<file path="config.mk">
export PLATFORM = sky130hd
export DESIGN_NAME = mem_port_arbiter
export DESIGN_NICKNAME = d
export VERILOG_FILES = /design/src/rtl/mem_arb_pkg.sv /design/src/rtl/mem_arb_rr_pick.sv /design/src/rtl/mem_port_arbiter.sv
export SDC_FILE = /design/constraint.sdc
export NUM_CORES = 1
export LEC_CHECK = 0
export CORE_ASPECT_RATIO = 1.5
export CORE_MARGIN = 2
export CORE_UTILIZATION = 41
export DETAILED_ROUTE_END_ITERATION = 8
export HOLD_SLACK_MARGIN = 0.15
export PLACE_DENSITY = 0.77
export SETUP_SLACK_MARGIN = 0.02
export SLEW_MARGIN = 20
export SYNTH_ARGS = -nofsm -noshare
export SYNTH_HDL_FRONTEND = slang
export SYNTH_HIERARCHICAL = 1
export SYNTH_SLANG_ARGS = --single-unit
export TNS_END_PERCENT = 20
</file>
<file path="constraint.sdc">
create_clock -name clk -period 2.8 [get_ports clk]
set_clock_uncertainty 0.05 [all_clocks]
set_input_delay 0.7 -clock clk [delete_from_list [all_inputs] [get_ports clk]]
set_output_delay 0.7 -clock clk [all_outputs]
set_load 0.05 [all_outputs]
</file>
<file path="src/rtl/mem_arb_pkg.sv">
// Shared types and constants for the memory-port arbiter.
package mem_arb_pkg;

  localparam int ADDR_W = 20;
  localparam int DATA_W = 16;
  localparam int unsigned MEM_WORDS_DEFAULT = 1024;

  typedef enum logic [1:0] {
    IDLE   = 2'd0,
    ACCESS = 2'd1,
    RESP   = 2'd2
  } state_e;

  typedef enum logic {
    REQ_INST = 1'b0,
    REQ_MAN  = 1'b1
  } req_id_e;

endpackage

</file>
<file path="src/rtl/mem_arb_rr_pick.sv">
// Combinational two-way picker: fixed manual priority or alternate on ties.
module mem_arb_rr_pick
  import mem_arb_pkg::*;
#(
  parameter bit MANUAL_PRIORITY = 1'b0
) (
  input  logic    inst_req,
  input  logic    man_req,
  input  req_id_e last_grant,
  output logic    grant_valid,
  output req_id_e grant_id
);

  always_comb begin
    grant_valid = inst_req | man_req;
    grant_id    = REQ_INST;
    if (inst_req && man_req) begin
      grant_id = (MANUAL_PRIORITY || last_grant == REQ_INST) ? REQ_MAN : REQ_INST;
    end else if (man_req) begin
      grant_id = REQ_MAN;
    end
  end

endmodule

</file>
<file path="src/rtl/mem_port_arbiter.sv">
// Two-requester sequencer driving the memory instance-port strobes with a
// programmable strobe width, address range check and saturating error count.
module mem_port_arbiter
  import mem_arb_pkg::*;
#(
  parameter int unsigned ACCESS_CYCLES   = 1,
  parameter int unsigned MEM_WORDS       = MEM_WORDS_DEFAULT,
  parameter bit          MANUAL_PRIORITY = 1'b0
) (
  input  logic              clk,
  input  logic              rst_n,
  input  logic              inst_req,
  input  logic              inst_we,
  input  logic [ADDR_W-1:0] inst_addr,
  input  logic [DATA_W-1:0] inst_wdata,
  output logic              inst_done,
  output logic              inst_err,
  input  logic              man_req,
  input  logic              man_we,
  input  logic [ADDR_W-1:0] man_addr,
  input  logic [DATA_W-1:0] man_wdata,
  output logic              man_done,
  output logic              man_err,
  output logic [DATA_W-1:0] rdata,
  output logic [ADDR_W-1:0] mem_addr,
  output logic [DATA_W-1:0] mem_wdata,
  output logic              mem_read,
  output logic              mem_write_enable,
  input  logic [DATA_W-1:0] mem_rdata,
  output logic              busy,
  output logic [7:0]        err_count
);

  state_e            state_q, state_d;
  logic [3:0]        cnt_q, cnt_d;
  logic              we_q, we_d;
  logic              err_q, err_d;
  req_id_e           winner_q, winner_d;
  req_id_e           last_grant_q, last_grant_d;
  logic [DATA_W-1:0] rdata_q, rdata_d;
  logic [7:0]        err_count_q, err_count_d;
  logic [ADDR_W-1:0] mem_addr_q, mem_addr_d;
  logic [DATA_W-1:0] mem_wdata_q, mem_wdata_d;
  logic              rd_q, rd_d, wr_q, wr_d;
  logic              inst_done_q, inst_done_d, man_done_q, man_done_d;
  logic              inst_err_q, inst_err_d, man_err_q, man_err_d;

  logic              grant_valid;
  req_id_e           grant_id;
  logic              sel_we;
  logic [ADDR_W-1:0] sel_addr;
  logic [DATA_W-1:0] sel_wdata;
  logic              sel_in_range;

  mem_arb_rr_pick #(
    .MANUAL_PRIORITY(MANUAL_PRIORITY)
  ) u_pick (
    .inst_req   (inst_req),
    .man_req    (man_req),
    .last_grant (last_grant_q),
    .grant_valid(grant_valid),
    .grant_id   (grant_id)
  );

  assign sel_we       = (grant_id == REQ_MAN) ? man_we    : inst_we;
  assign sel_addr     = (grant_id == REQ_MAN) ? man_addr  : inst_addr;
  assign sel_wdata    = (grant_id == REQ_MAN) ? man_wdata : inst_wdata;
  assign sel_in_range = (32'(sel_addr) < MEM_WORDS);

  always_comb begin
    state_d      = state_q;
    cnt_d        = cnt_q;
    we_d         = we_q;
    err_d        = err_q;
    winner_d     = winner_q;
    last_grant_d = last_grant_q;
    rdata_d      = rdata_q;
    err_count_d  = err_count_q;
    mem_addr_d   = mem_addr_q;
    mem_wdata_d  = mem_wdata_q;
    rd_d         = 1'b0;
    wr_d         = 1'b0;
    inst_done_d  = 1'b0;
    man_done_d   = 1'b0;
    inst_err_d   = 1'b0;
    man_err_d    = 1'b0;
    case (state_q)
      IDLE: begin
        if (grant_valid) begin
          winner_d = grant_id;
          we_d     = sel_we;
          if (sel_in_range) begin
            // Strobes are registered so they rise in the first ACCESS cycle.
            err_d       = 1'b0;
            mem_addr_d  = sel_addr;
            mem_wdata_d = sel_wdata;
            cnt_d       = 4'(ACCESS_CYCLES - 1);
            rd_d        = !sel_we;
            wr_d        = sel_we;
            state_d     = ACCESS;
          end else begin
            err_d       = 1'b1;
            inst_done_d = (grant_id == REQ_INST);
            man_done_d  = (grant_id == REQ_MAN);
            inst_err_d  = (grant_id == REQ_INST);
            man_err_d   = (grant_id == REQ_MAN);
            state_d     = RESP;
          end
        end
      end
      ACCESS: begin
        if (cnt_q != 4'd0) begin
          cnt_d = cnt_q - 4'd1;
          rd_d  = rd_q;
          wr_d  = wr_q;
        end else begin
          if (!we_q) rdata_d = mem_rdata;
          inst_done_d = (winner_q == REQ_INST);
          man_done_d  = (winner_q == REQ_MAN);
          state_d     = RESP;
        end
      end
      RESP: begin
        last_grant_d = winner_q;
        if (err_q && err_count_q != 8'hFF) err_count_d = err_count_q + 8'd1;
        state_d = IDLE;
      end
      default: state_d = IDLE;
    endcase
  end

  always_ff @(posedge clk or negedge rst_n) begin
    if (!rst_n) begin
      state_q      <= IDLE;
      cnt_q        <= '0;
      we_q         <= 1'b0;
      err_q        <= 1'b0;
      winner_q     <= REQ_INST;
      last_grant_q <= REQ_MAN;
      rdata_q      <= '0;
      err_count_q  <= '0;
      mem_addr_q   <= '0;
      mem_wdata_q  <= '0;
      rd_q         <= 1'b0;
      wr_q         <= 1'b0;
      inst_done_q  <= 1'b0;
      man_done_q   <= 1'b0;
      inst_err_q   <= 1'b0;
      man_err_q    <= 1'b0;
    end else begin
      state_q      <= state_d;
      cnt_q        <= cnt_d;
      we_q         <= we_d;
      err_q        <= err_d;
      winner_q     <= winner_d;
      last_grant_q <= last_grant_d;
      rdata_q      <= rdata_d;
      err_count_q  <= err_count_d;
      mem_addr_q   <= mem_addr_d;
      mem_wdata_q  <= mem_wdata_d;
      rd_q         <= rd_d;
      wr_q         <= wr_d;
      inst_done_q  <= inst_done_d;
      man_done_q   <= man_done_d;
      inst_err_q   <= inst_err_d;
      man_err_q    <= man_err_d;
    end
  end

  assign inst_done        = inst_done_q;
  assign man_done         = man_done_q;
  assign inst_err         = inst_err_q;
  assign man_err          = man_err_q;
  assign rdata            = rdata_q;
  assign mem_addr         = mem_addr_q;
  assign mem_wdata        = mem_wdata_q;
  assign mem_read         = rd_q;
  assign mem_write_enable = wr_q;
  assign busy             = (state_q != IDLE);
  assign err_count        = err_count_q;

endmodule

</file>
# Word-level counts from Yosys, hierarchy flattened
# Index checks and enable logic that the tools add are counted.
# word_totals
reg_bits	76
inputBits	94
output_inout_bits	67
word_cells	76
# op_classes
n_addsub	2
order_cmp	1
eq_ne	7
n_mux	32
bitwise	5
reduce_logical	13
# ops
operator	count
less-than comparator 20 x 11 -> 1 bit (second input constant)	1
2-to-1 mux 20 bit	1
2-to-1 mux 1 bit	18
2-to-1 mux 16 bit	1
2-to-1 mux 4 bit	3
adder 8 x 1 -> 8 bit (second input constant)	1
inequality test 2 bit (second input constant)	4
inequality test 8 bit (second input constant)	1
one-hot mux 1 bit (2 select lines)	4
one-hot mux 4 bit (2 select lines)	1
2-to-1 mux 2 bit	3
AND reduction 2 bit	3
AND reduction 3 bit	2
NOT 1 bit	4
one-hot mux 2 bit (2 select lines)	1
AND reduction 4 bit	1
nonzero test 2 bit	2
nonzero test 4 bit	1
subtractor 4 x 1 -> 4 bit (second input constant)	1
== test 2 x 1 -> 1 bit (second input constant)	1
== test 2 bit (second input constant)	1
logical AND 1 bit	2
zero test 2 bit	1
zero test 1 bit	1
OR 1 bit	1

# Logic depth before layout (Yosys ltp)
# Gate-level depths: netlist (run 1).
# depth
ltp_word	7
depth_mapped	8
depth_no_buf	7

# Modules after synthesis
# Netlist (run 1), hierarchy kept.
# modules_own_cells
module	instances	cells_per_inst	area_per_inst_um2	seq_area_each_um2
mem_port_arbiter	1	277	3464.6	1903.1
mem_arb_rr_pick	1	2	13.8	0.0

# Least setup slack after synthesis (run 1)
# OpenSTA, ideal clock, no wires.
# synth_timing
path_kind	input port to flip-flop
startpoint	input port man_req
endpoint	register mem_addr_q[0], in the netlist mem_addr[0]
setup_ns	0.145
arrival_time_ns	2.201
required_ns	2.605
path_slack_ns	0.404
path_stages	8
n_path_buf	2
path_cell_list	a21boi_1 -> buf_6 -> or4b_1 -> o22ai_4 -> o211ai_4 -> clkbuf_1 -> nand2_1 -> o31ai_2
# synth_between
elab_chain_cells	5
elab_cells_between_ends	7
classes_between	order compare (1); mux (3); bitwise (1); reduce/logical (2)
# synth_rtl
item	line_no	source
from (decl)	mem_port_arbiter.sv:18	input logic man_req,
2-to-1 mux 1 bit or logical AND 1 bit (tied branches)	mem_arb_rr_pick.sv:19, mem_arb_rr_pick.sv:17	
2-to-1 mux 1 bit	mem_arb_rr_pick.sv:17	if (inst_req && man_req) begin
2-to-1 mux 20 bit	mem_port_arbiter.sv:66	assign sel_addr = (grant_id == REQ_MAN) ? man_addr : inst_addr;
less-than comparator 20 x 11 -> 1 bit	mem_port_arbiter.sv:68	assign sel_in_range = (32'(sel_addr) < MEM_WORDS);
AND reduction 3 bit (no source line)	-	
to (signal assigned)	mem_port_arbiter.sv:159	mem_addr_q <= mem_addr_d;
to (decl)	mem_port_arbiter.sv:42	logic [ADDR_W-1:0] mem_addr_q, mem_addr_d;
# Parallel ways exist; a longest one is shown, timed or not.
# A chain may end at the register's enable or synchronous reset.

# Worst setup path in the final report (run 1)
# layout_timing
startpoint	input port man_req
endpoint	register mem_addr_q[4], in the netlist mem_addr[4]
# layout_between
elab_chain_cells	5
elab_cells_between_ends	7
classes_between	order compare (1); mux (3); bitwise (1); reduce/logical (2)
# layout_rtl
item	line_no	source
2-to-1 mux 1 bit or logical AND 1 bit (tied branches)	mem_arb_rr_pick.sv:19, mem_arb_rr_pick.sv:17	
2-to-1 mux 1 bit *	mem_arb_rr_pick.sv:17	
named net grant_id	mem_port_arbiter.sv:49	req_id_e grant_id;
2-to-1 mux 20 bit *	mem_port_arbiter.sv:66	
less-than comparator 20 x 11 -> 1 bit	mem_port_arbiter.sv:68	
AND reduction 3 bit (no source line)	-	
# The timed path passes the listed nets; every way through them passes the cells marked *.

==> impl_metrics.tcl, run 1 <==
set metrics [dict create \
    status "finished, final reports clean" \
    cts_root_buf "clkbuf_16" \
    antenna_cells 0 \
    slowest_delay_ns 0.51 \
    grt_pass1_vias 2921 \
    final_area_um2 5610 \
    utilization_pct 67.5 \
    numPortBuffers 160 \
    fmax_ghz 0.394 \
    synth.avg_cell_area_um2 12.5 \
    post_cts_buffers 0 \
    cts_buffers 9 \
    ant_nets 0 \
    period_minus_slack_ns 2.54 \
    syn_area_um2 3480 \
    antenna_found_initial 0 \
    critPathRequiredTime_ns 2.99 \
    crit_path_start_kind "input pin" \
    wl_met1_um 3100 \
    pin_count 161 \
    totalPowerFinal_w 0.00436 \
    slew-limit-headroom_pct 63.6 \
    final_cell_mix "159 x clkdlybuf4s50_1, 75 x dfrtp_1, 40 x nand2_1" \
    critPathMaxFanout 36 \
    route.detailed.drc 0 \
    grt_max_degree 45 \
    worst-setup-path-type "input pin to register" \
    cts.htree.levels 3 \
    drive_above_1_share_pct 17.6 \
    wire_per_inst_um 15.4 \
    dpl_cell_area_um2 5290 \
    cts.clk_slew.worst_paths_ns 0.06 \
    start_util_pct 41.9 \
    ys_seq_area_share_pct 54.7 \
    peakVddDrop_mv 0.432 \
    drv_cap 0 \
    met3WireLength_um 425 \
    synth-edff-count 0 \
    vias 2758 \
    wl_met2_um 4970 \
    grt_pass1_wl_um 13900 \
    max_slew.worst_pin.slew_ns 0.545 \
    ys_warn_count 6 \
    die_w_um 79.2 \
    grt.overflow.total 0 \
    nNetsFinal 546 \
    ys_ff_latch 76 \
    hold_path.class "input pin to asynchronous set/reset pin" \
    synth_cell_type_count 43 \
    topRoutingLayerUsed "met4" \
    setup_viol 0 \
    p_leak_nw 2.43 \
    syn_nets 376 \
    cp_cell_sequence "clkdlybuf4s50_1, a21boi_4, or4b_1, o22ai_4, o211ai_4, buf_12, o31ai_2" \
    area_delta_synth_final_pct 61.3 \
    ctsHoldBuffers 0 \
    end_kind "register" \
    tns_ns 0 \
    fin_crit_sh_pct 90.7 \
    dpl.hpwl_um 6810 \
    drtPass1Iterations 4 \
    viasPerCell 4.92 \
    die-area_um2 9250 \
    routed_wl_um 8660 \
    cts_tree "built" \
    core-area_um2 8310 \
    syn_inst 279 \
    worst-path-buf-inv 2 \
    drv_slew 0 \
    insertion_delay_ns 0.33 \
    worst_ep_arrival_time_ns 2.73 \
    gp_congestion 0.782 \
    grt_setup_unrepaired "false" \
    synth_flop_cell "dfrtp_1" \
    crit_path_top_delay_cell "or4b_1" \
    cts_sinks 76 \
    num-fill-cells 657 \
    ctsResizeCount 0 \
    grt_use_total_pct 19.6 \
    power.density_nw_per_um2 777 \
    async_flop_share_pct 100 \
    core.rowCount 41 \
    clk_path_buf_depth 2 \
    drt_iter0_markers 114 \
    hold_viol_final 0 \
    final_common_cell "clkdlybuf4s50_1" \
    path_delay_family "compound AO/OA/AOI/OAI gates" \
    die_y_um 117 \
]
[kinds of logic (layout without fill, tap and decap cells)]
| group | count (synthesis) | count (layout) | share of synthesized area [%] |
|---|---|---|---|
| fa+ha+maj | 3 | 3 | 1.08 |
| flops | 76 | 76 | 54.7 |
| mux | 45 | 45 | 13.6 |
| buf+inv | 21 | 196 | 3.17 |
| compound gates | 44 | 44 | 13.2 |
| simple gates | 83 | 83 | 12.5 |
| xor+xnor | 7 | 7 | 1.76 |
[synth_stat cells, types with 2 or more instances]
cell | n | area share (%)
nand2_1 | 40 | 4.3
nor4_4 | 2 | 1.2
mux2_2 | 17 | 5.5
clkbuf_1 | 7 | 0.76
or4_1 | 2 | 0.43
o211ai_1 | 2 | 0.43
o31ai_1 | 4 | 0.86
nor2b_1 | 2 | 0.36
o21ai_0 | 2 | 0.29
or3_1 | 2 | 0.36
o31ai_2 | 22 | 7.9
inv_1 | 6 | 0.65
xnor2_1 | 5 | 1.3
nand4_1 | 2 | 0.36
xor2_1 | 2 | 0.50
buf_2 | 4 | 0.58
o22ai_1 | 2 | 0.36
ha_1 | 3 | 1.1
buf_6 | 3 | 0.97
mux2i_1 | 28 | 8.1
o21a_1 | 2 | 0.43
nor2_1 | 8 | 0.86
dfrtp_1 | 75 | 54
and2_1 | 13 | 2.3
nand3_1 | 5 | 0.72
a21oi_1 | 2 | 0.29
[metal layers]
metal | global-route usage [%] | up-vias
li1 | - | 1325
met1 | 21.0 | 1333
met2 | 36.4 | 86
met3 | 3.76 | 14
met4 | 9.54 | 0
met5 | 0 | -
[registers in the layout, indices dropped and copies added, names as in the netlist]
name              count
man_done              1
err_q                 1
mem_write_enable      1
last_grant_q          1
mem_read              1
state_q               2
cnt_q                 4
mem_wdata            16
rdata                16
err_count             8
winner_q              1
man_err               1
inst_done             1
mem_addr             20
we_q                  1
inst_err              1
[final timing paths]
kind                                    from      endpoint  slack [ns]  depth (start not counted)
worst min-delay path                   rst_n  mem_wdata[5]        0.26                          1
worst max register to register      cnt_q[0]      rdata[3]        0.65                          7
min in group clk                mem_wdata[0]  mem_wdata[0]        0.43                          2
worst max-delay path                 man_req   mem_addr[4]        0.26                          7
max in group asynchronous              rst_n  last_grant_q        1.81                          2
worst min register to register  mem_wdata[0]  mem_wdata[0]        0.43                          2
[power by group]
group          leakage, nW  internal, W  switching (W)
sequential            1.02      0.00130       0.000157
combinational         1.26     0.000661       0.000993
clock                0.151     0.000802       0.000447
[area by class of cell]
class                           count  area [µm²]  share of cell area, %
Clock buffer                       10         239                   4.26
Inverter                            6        22.5                  0.401
Timing Repair Buffer              174        1740                   31.0
Multi-Input combinational cell    182        1480                   26.4
Tap cell                          107         134                   2.39
Sequential cell                    76        1900                   33.9
Clock inverter                      6        87.6                   1.56
[through the flow]
stage	std cells	hold slack [ns]	worst slack (ns)
floorplan	279	0.354	0.404
global placement	545	0.411	-0.0212
detailed placement	545	0.422	-0.103
CTS	561	0.266	0.258
global route	561	0.284	0.156
finish	561	0.261	0.262
No activity file was read; power rests on OpenSTA's default activity.
==> run 2: changes to the inputs <==
CAP_MARGIN = 5   (was default)
==> results of run 2 <==
No change in the layout: final DEF, timing and power equal those of run 1.
==> run 3: changes to the inputs <==
GPL_TIMING_DRIVEN = 0   (was default)
==> impl_metrics.tcl, run 3 (synthesis gave the netlist of run 1 again) <==
set metrics [dict create \
    grt_busiest_layer "met2" \
    peakVddDrop_mv 0.483 \
    antenna_cells 0 \
    grt_max_degree 58 \
    status "finished, final reports clean" \
    die_y_um 117 \
    num-fill-cells 691 \
    cts_sinks 76 \
    worst_ep_arrival_time_ns 1.96 \
    crit_path_start_kind "register" \
    hold_viol_final 0 \
    hold_slack_ns 0.195 \
    grt_pass1_vias 2951 \
    cts.htree.levels 3 \
    gp_congestion 0.826 \
    drv_slew 0 \
    cts_root_buf "clkbuf_16" \
    slew-limit-headroom_pct 51.5 \
    dpl.hpwl_um 6810 \
    cts.clk_slew.worst_paths_ns 0.06 \
    layout_setup_ws_ns 0.0897 \
    core-area_um2 8310 \
    wire_per_inst_um 15.4 \
    crit_path_top_delay_cell "clkdlybuf4s50_1" \
    max_slew.worst_pin.slew_ns 0.728 \
    ant_nets 0 \
    end_kind "primary output" \
    gr-usage-met2_pct 35.5 \
    grt_setup_unrepaired "true" \
    dpl_cell_area_um2 5240 \
    viasPerCell 5.01 \
    route.detailed.drc 0 \
    area_delta_synth_final_pct 59.4 \
    post-place-ws_ns -0.367 \
    final_area_um2 5540 \
    setup_viol 0 \
    p_leak_nw 2.39 \
    numPortBuffers 160 \
    pin_count 161 \
    cts_buffers 9 \
    insertion_delay_ns 0.33 \
    largest_register_ffs 20 \
    worst-path-buf-inv 2 \
    cp_cell_sequence "nor2_1, inv_1, clkdlybuf4s50_1" \
    final_cell_mix "159 x clkdlybuf4s50_1, 75 x dfrtp_1, 40 x nand2_1" \
    drv_cap 0 \
    grt.overflow.total 0 \
    worst-setup-path-type "register to primary output" \
    die_w_um 79.2 \
    drive_above_1_share_pct 16.4 \
    critPathMaxFanout 7 \
    fmax_ghz 0.369 \
    die-area_um2 9250 \
    cts_tree "built" \
    met3_usage_pct 4.45 \
    routed_wl_um 8700 \
    power.density_nw_per_um2 755 \
    core.rowCount 41 \
    final_common_cell "clkdlybuf4s50_1" \
    clk_path_buf_depth 2 \
    ctsHoldBuffers 0 \
    critPathRequiredTime_ns 2.05 \
    nNetsFinal 549 \
    met1_usage_pct 21.4 \
    antenna_found_initial 0 \
    path_delay_family "buffers and inverters" \
    vias 2823 \
    slowest_delay_ns 0.73 \
    grt_use_total_pct 19.7 \
    fin_crit_sh_pct 96.8 \
    drt_iter0_markers 129 \
    grt_pass1_wl_um 14000 \
    drtPass1Iterations 4 \
    hold_path.class "input pin to asynchronous set/reset pin" \
    start_util_pct 41.9 \
    period_minus_slack_ns 2.71 \
]
run 3: changes by cell type in the layout (fill, tap and decap cells not counted), sizes merged:
| cell | previous run | this run |
|---|---|---|
| clkbuf | 10 | 17 |
| buf | 15 | 12 |
| clkinv | 1 | 3 |
| clkinvlp | 3 | 1 |
| bufinv | 2 | 1 |
run 3: layout make-up:
type                            count  area, µm²  share of cell area (%)
Inverter                            6       22.5                   0.406
Tap cell                          107        134                    2.42
Multi-Input combinational cell    182       1470                    26.6
Sequential cell                    76       1900                    34.3
Clock inverter                      5       52.6                   0.948
Buffer                             15       91.3                    1.65
Clock buffer                       11        233                    4.20
Timing Repair Buffer              162       1630                    29.5
run 3: power by group:
part | switching (W) | total, W | internal, W | leakage, nW
clock | 0.000437 | 0.00112 | 0.000685 | 0.139
sequential | 0.000146 | 0.00145 | 0.00130 | 1.02
combinational | 0.000986 | 0.00162 | 0.000629 | 1.23
total | 0.00157 | 0.00419 | 0.00262 | 2.39
run 3: path summary, 6_finish.rpt:
check                                   from            to  slack [ns]  cells after the start
worst min register to register  mem_wdata[0]  mem_wdata[0]        0.42                      2
worst min-delay path                   rst_n  mem_addr[19]        0.20                      1
min in group clk                mem_wdata[0]  mem_wdata[0]        0.42                      2
max in group asynchronous              rst_n  last_grant_q        1.91                      2
worst max register to register      cnt_q[0]      rdata[5]        0.44                      7
worst max-delay path              state_q[1]          busy        0.09                      3
run 3: repair_timing:
action	in CTS	in global routing
gates resized for setup	1	5
pin swaps	0	1
buffers inserted	0	1
setup endpoints to repair	10	37
run 3: stage by stage:
step	util [%]	TNS, ns	instances	power, W
5_1_grt	66.7	0	564	0.00441
2_1_floorplan	-	0	279	0.00249
3_5_place_dp	63.0	-11.35	547	0.00309
6_report	66.7	0	564	0.00419
4_1_cts	66.5	0	563	0.00422
3_3_place_gp	62.7	-132.72	546	0.00305
run 3: layer usage:
metal  up-vias  share of wire, %
met4         0               3.3
met2        99                56
met3        20               5.2
met1      1370                36
li1       1334                 -
met5         -                 0
